<file path="src/rtl/montmul_pipe.sv">
// montmul_pipe: six-stage Montgomery multiplier with R = 2^K and runtime modulus.
// Define MONTMUL_TAG_EN to carry a per-transaction tag (TAG_W bits) with each result.
module montmul_pipe #(
    parameter int W = 12,
    parameter int K = 16
`ifdef MONTMUL_TAG_EN
    ,
    parameter int TAG_W = 8
`endif
) (
    input  logic             clk,
    input  logic             reset,
    input  logic [W-1:0]     q,
    input  logic [K-1:0]     q_ninv,
    input  logic [W-1:0]     r2,
    input  logic             in_valid,
    output logic             in_ready,
    input  logic             in_mode,
    input  logic [W-1:0]     in_a,
    input  logic [W-1:0]     in_b,
`ifdef MONTMUL_TAG_EN
    input  logic [TAG_W-1:0] in_tag,
    output logic [TAG_W-1:0] out_tag,
`endif
    output logic             out_valid,
    input  logic             out_ready,
    output logic [W-1:0]     out_c
);

    localparam int TW = 2 * W;
    localparam int SW = ((TW > K + W) ? TW : K + W) + 1;
    localparam int MW = (TW > K) ? TW : K;
    localparam int UW = W + 1;

    // m = ((t mod R) * ninv) mod R; the product's low K bits are all that matter
    function automatic logic [K-1:0] mfac(
        input logic [TW-1:0] t,
        input logic [K-1:0]  ninv
    );
        return K'(MW'(t) * MW'(ninv));
    endfunction

    function automatic logic [W-1:0] redc(
        input logic [TW-1:0] t,
        input logic [K-1:0]  m,
        input logic [W-1:0]  qq
    );
        logic [SW-1:0] s;
        logic [UW-1:0] u;
        s = SW'(t) + SW'(m) * SW'(qq);
        u = UW'(s >> K);
        return (u >= UW'(qq)) ? W'(u - UW'(qq)) : W'(u);
    endfunction

    logic          adv;

    logic          s1_v_q, s1_v_d;
    logic          s1_mode_q, s1_mode_d;
    logic [TW-1:0] s1_t_q, s1_t_d;

    logic          s2_v_q, s2_v_d;
    logic          s2_mode_q, s2_mode_d;
    logic [TW-1:0] s2_t_q, s2_t_d;
    logic [K-1:0]  s2_m_q, s2_m_d;

    logic          s3_v_q, s3_v_d;
    logic          s3_mode_q, s3_mode_d;
    logic [W-1:0]  s3_u_q, s3_u_d;

    logic          s4_v_q, s4_v_d;
    logic          s4_mode_q, s4_mode_d;
    logic [TW-1:0] s4_t_q, s4_t_d;

    logic          s5_v_q, s5_v_d;
    logic          s5_mode_q, s5_mode_d;
    logic [TW-1:0] s5_t_q, s5_t_d;
    logic [K-1:0]  s5_m_q, s5_m_d;

    logic          out_v_q, out_v_d;
    logic [W-1:0]  out_c_q, out_c_d;

`ifdef MONTMUL_TAG_EN
    logic [TAG_W-1:0] s1_tag_q, s1_tag_d;
    logic [TAG_W-1:0] s2_tag_q, s2_tag_d;
    logic [TAG_W-1:0] s3_tag_q, s3_tag_d;
    logic [TAG_W-1:0] s4_tag_q, s4_tag_d;
    logic [TAG_W-1:0] s5_tag_q, s5_tag_d;
    logic [TAG_W-1:0] out_tag_q, out_tag_d;
`endif

    assign adv       = !out_v_q || out_ready;
    assign in_ready  = adv;
    assign out_valid = out_v_q;
    assign out_c     = out_c_q;
`ifdef MONTMUL_TAG_EN
    assign out_tag   = out_tag_q;
`endif

    always_comb begin
        s1_v_d    = s1_v_q;
        s1_mode_d = s1_mode_q;
        s1_t_d    = s1_t_q;
        s2_v_d    = s2_v_q;
        s2_mode_d = s2_mode_q;
        s2_t_d    = s2_t_q;
        s2_m_d    = s2_m_q;
        s3_v_d    = s3_v_q;
        s3_mode_d = s3_mode_q;
        s3_u_d    = s3_u_q;
        s4_v_d    = s4_v_q;
        s4_mode_d = s4_mode_q;
        s4_t_d    = s4_t_q;
        s5_v_d    = s5_v_q;
        s5_mode_d = s5_mode_q;
        s5_t_d    = s5_t_q;
        s5_m_d    = s5_m_q;
        out_v_d   = out_v_q;
        out_c_d   = out_c_q;
`ifdef MONTMUL_TAG_EN
        s1_tag_d  = s1_tag_q;
        s2_tag_d  = s2_tag_q;
        s3_tag_d  = s3_tag_q;
        s4_tag_d  = s4_tag_q;
        s5_tag_d  = s5_tag_q;
        out_tag_d = out_tag_q;
`endif
        if (adv) begin
            s1_v_d    = in_valid;
            s1_mode_d = in_mode;
            s1_t_d    = TW'(in_a) * TW'(in_b);

            s2_v_d    = s1_v_q;
            s2_mode_d = s1_mode_q;
            s2_t_d    = s1_t_q;
            s2_m_d    = mfac(s1_t_q, q_ninv);

            s3_v_d    = s2_v_q;
            s3_mode_d = s2_mode_q;
            s3_u_d    = redc(s2_t_q, s2_m_q, q);

            // plain-product mode re-enters the Montgomery domain via R^2
            s4_v_d    = s3_v_q;
            s4_mode_d = s3_mode_q;
            s4_t_d    = s3_mode_q ? TW'(s3_u_q) * TW'(r2) : TW'(s3_u_q);

            s5_v_d    = s4_v_q;
            s5_mode_d = s4_mode_q;
            s5_t_d    = s4_t_q;
            s5_m_d    = s4_mode_q ? mfac(s4_t_q, q_ninv) : '0;

            out_v_d   = s5_v_q;
            if (s5_v_q) begin
                out_c_d = s5_mode_q ? redc(s5_t_q, s5_m_q, q) : W'(s5_t_q);
            end
`ifdef MONTMUL_TAG_EN
            s1_tag_d  = in_tag;
            s2_tag_d  = s1_tag_q;
            s3_tag_d  = s2_tag_q;
            s4_tag_d  = s3_tag_q;
            s5_tag_d  = s4_tag_q;
            if (s5_v_q) begin
                out_tag_d = s5_tag_q;
            end
`endif
        end
    end

    always_ff @(posedge clk) begin
        if (reset) begin
            s1_v_q    <= 1'b0;
            s2_v_q    <= 1'b0;
            s3_v_q    <= 1'b0;
            s4_v_q    <= 1'b0;
            s5_v_q    <= 1'b0;
            out_v_q   <= 1'b0;
            out_c_q   <= '0;
`ifdef MONTMUL_TAG_EN
            s1_tag_q  <= '0;
            s2_tag_q  <= '0;
            s3_tag_q  <= '0;
            s4_tag_q  <= '0;
            s5_tag_q  <= '0;
            out_tag_q <= '0;
`endif
        end else begin
            s1_v_q    <= s1_v_d;
            s2_v_q    <= s2_v_d;
            s3_v_q    <= s3_v_d;
            s4_v_q    <= s4_v_d;
            s5_v_q    <= s5_v_d;
            out_v_q   <= out_v_d;
            out_c_q   <= out_c_d;
`ifdef MONTMUL_TAG_EN
            s1_tag_q  <= s1_tag_d;
            s2_tag_q  <= s2_tag_d;
            s3_tag_q  <= s3_tag_d;
            s4_tag_q  <= s4_tag_d;
            s5_tag_q  <= s5_tag_d;
            out_tag_q <= out_tag_d;
`endif
        end
    end

    // datapath registers need no reset; the valid bits qualify them
    always_ff @(posedge clk) begin
        s1_mode_q <= s1_mode_d;
        s1_t_q    <= s1_t_d;
        s2_mode_q <= s2_mode_d;
        s2_t_q    <= s2_t_d;
        s2_m_q    <= s2_m_d;
        s3_mode_q <= s3_mode_d;
        s3_u_q    <= s3_u_d;
        s4_mode_q <= s4_mode_d;
        s4_t_q    <= s4_t_d;
        s5_mode_q <= s5_mode_d;
        s5_t_q    <= s5_t_d;
        s5_m_q    <= s5_m_d;
    end

endmodule
</file>
<file path="config.mk">
export PLATFORM = sky130hd
export DESIGN_NAME = montmul_pipe
export DESIGN_NICKNAME = d
export VERILOG_FILES = /design/src/rtl/montmul_pipe.sv
export SDC_FILE = /design/constraint.sdc
export NUM_CORES = 2
export LEC_CHECK = 0
export ABC_AREA = 0
export CAP_MARGIN = 40
export CORE_MARGIN = 5
export CORE_UTILIZATION = 60
export CTS_BUF_LIST = sky130_fd_sc_hd__clkbuf_4
export DETAILED_ROUTE_END_ITERATION = 8
export PLACE_DENSITY_LB_ADDON = 0.08
export SYNTH_ARGS = -nofsm -noshare
export SYNTH_HDL_FRONTEND = slang
export SYNTH_SLANG_ARGS = --single-unit
export TNS_END_PERCENT = 30
</file>
<file path="constraint.sdc">
create_clock -name clk -period 7.1 [get_ports clk]
set_input_delay 0.71 -clock clk [delete_from_list [all_inputs] [get_ports clk]]
set_output_delay 0.71 -clock clk [all_outputs]
set_load 0.1 [all_outputs]
</file>
Word-level counts from Yosys, hierarchy flattened
Cells that the tools add are included.
{ "op_classes": {"n_mux": 4, "n_reduce_logical": 3, "mul": 6, "order_cmp": 2, "addsub": 4} }
{ "op_table": {"columns": ["op", "n"], "rows": [
  ["$add 24x28->29", 2],
  ["$mul 16x12->28", 2],
  ["$mul 12x12->24", 2],
  ["$mul 24x16->16", 2],
  ["$mux 12", 4],
  ["$ge 13x12->1", 2],
  ["$sub 12x12->12", 2],
  ["$reduce_and 2->1", 1],
  ["$logic_not 1->1", 1],
  ["$logic_or 1x1->1", 1]
]} }
{ "totals": {"reg_bits": 163, "wordCells": 39, "in_bits": 69, "out_inout_bits": 14} }

Depth between registers and ports, before layout
{ "logic_depth": {"word_depth": 5, "ltp_mapped": 32, "mapped_depth_nobuf": 31} }

Worst setup path before layout
No wires, ideal clock.
{ "synth_timing": {"path_kind": "input port to flip-flop", "startpoint": "input q[0]", "endpoint": "register s3_u_q[10], data pin", "path_slack_ps": -531, "arrival_time_ps": 7369, "n_path_buf": 2, "setup_ps": 262, "required_time_ps": 6838, "stages": 30, "path_cell_list": "clkbuf_1 -> and2_1 -> fa_1 -> inv_1 -> fa_1 -> inv_1 -> fa_1 -> inv_1 -> fa_1 -> inv_1 -> fa_1 -> ha_1 -> a2111oi_2 -> o21ai_1 -> o2111ai_2 -> a21oi_1 -> nor2_1 -> xnor2_1 -> ha_1 -> nor2b_1 -> o21a_1 -> o21ai_0 -> nor2b_1 -> o21ai_0 -> a221o_1 -> o21a_1 -> o31a_1 -> nor3_2 -> buf_4 -> mux2_1"} }
{ "synth_via": {"elab_chain_len": 4, "elab_cells_between_ends": 5, "cone_classes": "add/sub: 2; mul: 1; order compare: 1; mux: 1"} }
{ "synth_lines": {"columns": ["element", "line", "text"], "rows": [
  ["from (decl)", "13", "input logic [W-1:0] q,"],
  ["$mul 16x12->28", "50", "s = SW'(t) + SW'(m) * SW'(qq);"],
  ["$add 24x28->29", "50", null],
  ["$sub 12x12->12 or $ge 13x12->1 (tied branches)", "52", "return (u >= UW'(qq)) ? W'(u - UW'(qq)) : W'(u);"],
  ["$mux 12 (*)", "52", null],
  ["to (signal assigned)", "212", "s3_u_q <= s3_u_d;"],
  ["to (decl)", "68", "logic [W-1:0] s3_u_q, s3_u_d;"]
]} }
Mark *: on every way between the ends. The rest lies on a longest branch, timed or not.
A chain may end at the register's enable or synchronous reset.

Final worst setup path
{ "layout_timing": {"startpoint": "register s2_m_q[7]", "endpoint": "register s3_u_q[8], data pin"} }
{ "layout_via": {"elab_chain_len": 4, "elab_cells_between_ends": 5, "cone_classes": "add/sub: 2; mul: 1; order compare: 1; mux: 1"} }
{ "layout_lines": {"columns": ["element", "line", "text"], "rows": [
  ["from (decl)", "64", "logic [K-1:0] s2_m_q, s2_m_d;"],
  ["from (signal assigned)", "210", "s2_m_q <= s2_m_d;"],
  ["$mul 16x12->28 (*)", "50", null],
  ["$add 24x28->29 (*)", "50", null],
  ["$sub 12x12->12 or $ge 13x12->1 (tied branches)", "52", null],
  ["$mux 12 (*)", "52", null]
]} }
Marks and branches as above.

==> results by group <==
Status
  • Status: finished with violations
  • Violated checks: setup timing

Placed design
  • DP Area: 39,700 µm²
  • Pre-CTS setup slack: -1580 ps
  • Placer congestion estimate: 0.890
  • PortBufs: 82
  • Dpl hpwl: 71,600 µm

Route
  • Routed WL per cell: 17.7 µm
  • Drt drc: 0
  • DRT antenna net count: 0
  • Via count: 26,061
  • Vias/cell: 5.29
  • DR iter-0 viols: 1,384
  • Final WL: 87,000 µm
  • Iteration count of the initial detailed-routing pass: 5

Critical path
  • Most Frequent Cell on Critical Path: fa_1
  • WP data arrival: 8030 ps
  • Startpoint types: register
  • Max incr delay on CP: 540 ps
  • Reg-to-Reg End: s3_u_q[8]
  • Worst endpoint required time: 7530 ps
  • RR Startpoint: s2_m_q[7]
  • Slowest cell on crit path: fa_1
  • Setup CP Type: reg -> reg
  • R2R setup slack: -510 ps
  • Worst Setup End Kind: register
  • CP Max Fanout: 6
  • Register-to-Register Path Depth: 29

Die
  • Die area: 65,300 µm²
  • Core Region: 60,000 µm²
  • Row cnt: 90
  • I/O Pins: 83
  • Die height: 256 µm
  • Starting density of the core: 60.3%
  • DIE WIDTH: 256 µm

Clock network
  • CTS tree: done
  • Clk slew on worst S/H paths: 160 ps
  • Clock Sinks: 163
  • Root Driver: clkbuf_4
  • # H-tree levels: 4
  • CTS Buf Count: 17
  • Clock Tree Buf Depth: 2
  • Worst-skew pair later-pin latency: 690 ps

Yosys
  • Post-synthesis instance total: 3,878
  • Synth Flop Type: edfxtp_1
  • Post-synth EDFFs: 145
  • Library cells used by synthesis: 63
  • Mapped Area: 36,200 µm²
  • Syn_area_per_cell: 9.33 µm²
  • Yosys top cell area share: 38.1%
  • Sequential fraction of the synthesis area: 13.0%
  • Synth Register Bits: 163
  • Syn Nets: 5,015
  • YS warnings: 0
  • Dominant cells by area after synthesis: fa_1, ha_1, edfxtp_1
  • Async set or reset register ratio after synthesis: 0%
  • Cell taking the most area after synthesis: fa_1

STA
  • RSZ-0062 raised after global routing: yes
  • Fin crit period: 7610 ps
  • Final hold violations: 0
  • Slew Viols, Final: 0
  • Setup Viol. Count Final: 24
  • Crit share post-route: 107%
  • Fmax: 0.131 GHz
  • Worst-Margin Slew: 900 ps
  • Rel. slew slack: 40.0%
  • Worst clock skew: 54.8 ps
  • Worst setup margin: -505 ps

GRT
  • GRT Total Usage: 27.1%
  • GRT met2 Usage: 45.1%
  • First-pass GRT wire length: 142,000 µm
  • GR peak layer: met2
  • Met3 Use GR: 4.02%
  • Met1 GRT Util: 37.8%
  • Grt total ovfl: 0
  • Antenna violations before repair: 7
  • Vias in the first global route: 27,039
  • Largest net degree at the start of global routing: 62

Layout
  • Proportion of layout cells with a drive suffix above 1: 10.6%
  • Nets: 5,260
  • Commonest non-fill, non-tap cell in the layout: inv_1
  • Area growth syn-to-layout: 13.1%
  • Commonest cells after routing, fill and taps aside: inv_1, fa_1, nand2_1, and2_1, ha_1
  • Fin area: 40,900 µm²
  • Final core occ: 68.1%

Hold path
  • Worst Hold Path EP: s2_t_q[20]
  • Hold depth: 0
  • HP Class: reg -> reg
  • Hold path start: s1_t_q[20]

Run
  • Max-cap violation count: 0
-- critical path: cells and delay by family (launching register included) --
| kind | cells | cell delay [ps] |
|---|---|---|
| buffers and inverters | 5 | 340 |
| XOR/XNOR | 1 | 150 |
| adder cells (fa/ha/maj) | 7 | 3120 |
| flip-flops | 1 | 430 |
| multiplexers | 1 | 310 |
| AND/OR/NAND/NOR | 5 | 930 |
| AO/OA/AOI/OAI | 10 | 2110 |
-- synth_stat cells (all sizes together), types with 7 or more instances --
cell type,number
nor2,67
inv,876
clkbuf,160
and2,437
a21oi,87
o21a,12
and3,9
xor2,30
edfxtp,145
nand2,570
nor2b,13
nor3,27
a21o,22
o21ai,40
or3,9
mux2,22
ha,380
nand2b,7
nand4,10
mux2i,16
a21boi,7
xnor2,115
o22ai,11
fa,688
o21bai,15
nand3,19
dfxtp,18
-- cell families after synthesis --
group | count (synthesis) | synth area share [%]
and+or+nand+nor | 1183 | 16.0
adders and majority gates | 1068 | 51.2
buffers and inverters | 1041 | 10.8
AOI/OAI and AO/OA | 240 | 4.26
DFF | 163 | 13.0
xor gates and xnor gates | 145 | 3.51
muxes | 38 | 1.13
-- flip-flops by register name, indices dropped and copies added, names as in the netlist, 12 cells and up --
signal / flops
out_c: 12
s1_t_q: 24
s2_m_q: 16
s2_t_q: 24
s3_u_q: 12
s4_t_q: 24
s5_m_q: 16
s5_t_q: 24
-- through the flow --
stage | TNS [ps] | hold WS (ps) | instances
2_1_floorplan | -8500 | 400 | 3878
3_3_place_gp | -32350 | 401 | 4841
3_5_place_dp | -35130 | 405 | 4857
4_1_cts | -6700 | 435 | 4905
5_1_grt | -15610 | 453 | 4920
6_report | -8930 | 435 | 4923
-- timing repair --
item / 4_1_cts / 5_1_grt
pin swaps: 42 / 33
hold buffers: 0 / 0
resized for setup: 74 / 54
cloned: 4 / 3
endpoints found under the hold margin: 0 / 0
setup buffers: 12 / 11
setup endpoints to repair: 24 / 24
-- layer usage --
metal	wire length (µm)	part of all wire (%)
met5	14	0.016
met4	2150	2.5
met3	4860	5.6
met2	42100	48
met1	37800	43
-- how the worst max path moves through the flow --
stage               from         to  slack [ps]
6_report       s2_m_q[7]  s3_u_q[8]        -510
5_1_grt        s2_m_q[4]  s3_u_q[1]        -730
4_1_cts        s2_m_q[4]  s3_u_q[9]        -350
3_5_place_dp        q[0]   out_c[0]       -1580
3_3_place_gp        q[0]   out_c[0]       -1440
2_1_floorplan       q[0]  s3_u_q[4]        -470
-- layout make-up --
class / instances / area, µm²
multi-input combinational: 2674 / 28000
tap: 782 / 978
antenna: 5 / 12.5
clock buffer: 18 / 135
timing repair buffer: 391 / 3610
clock inverter: 14 / 165
sequential: 163 / 4710
fill: 4887 / 19100
inverter: 876 / 3290
Power is not shown: default switching activity piles up to over one toggle a cycle in this logic, so the estimate is an artifact.
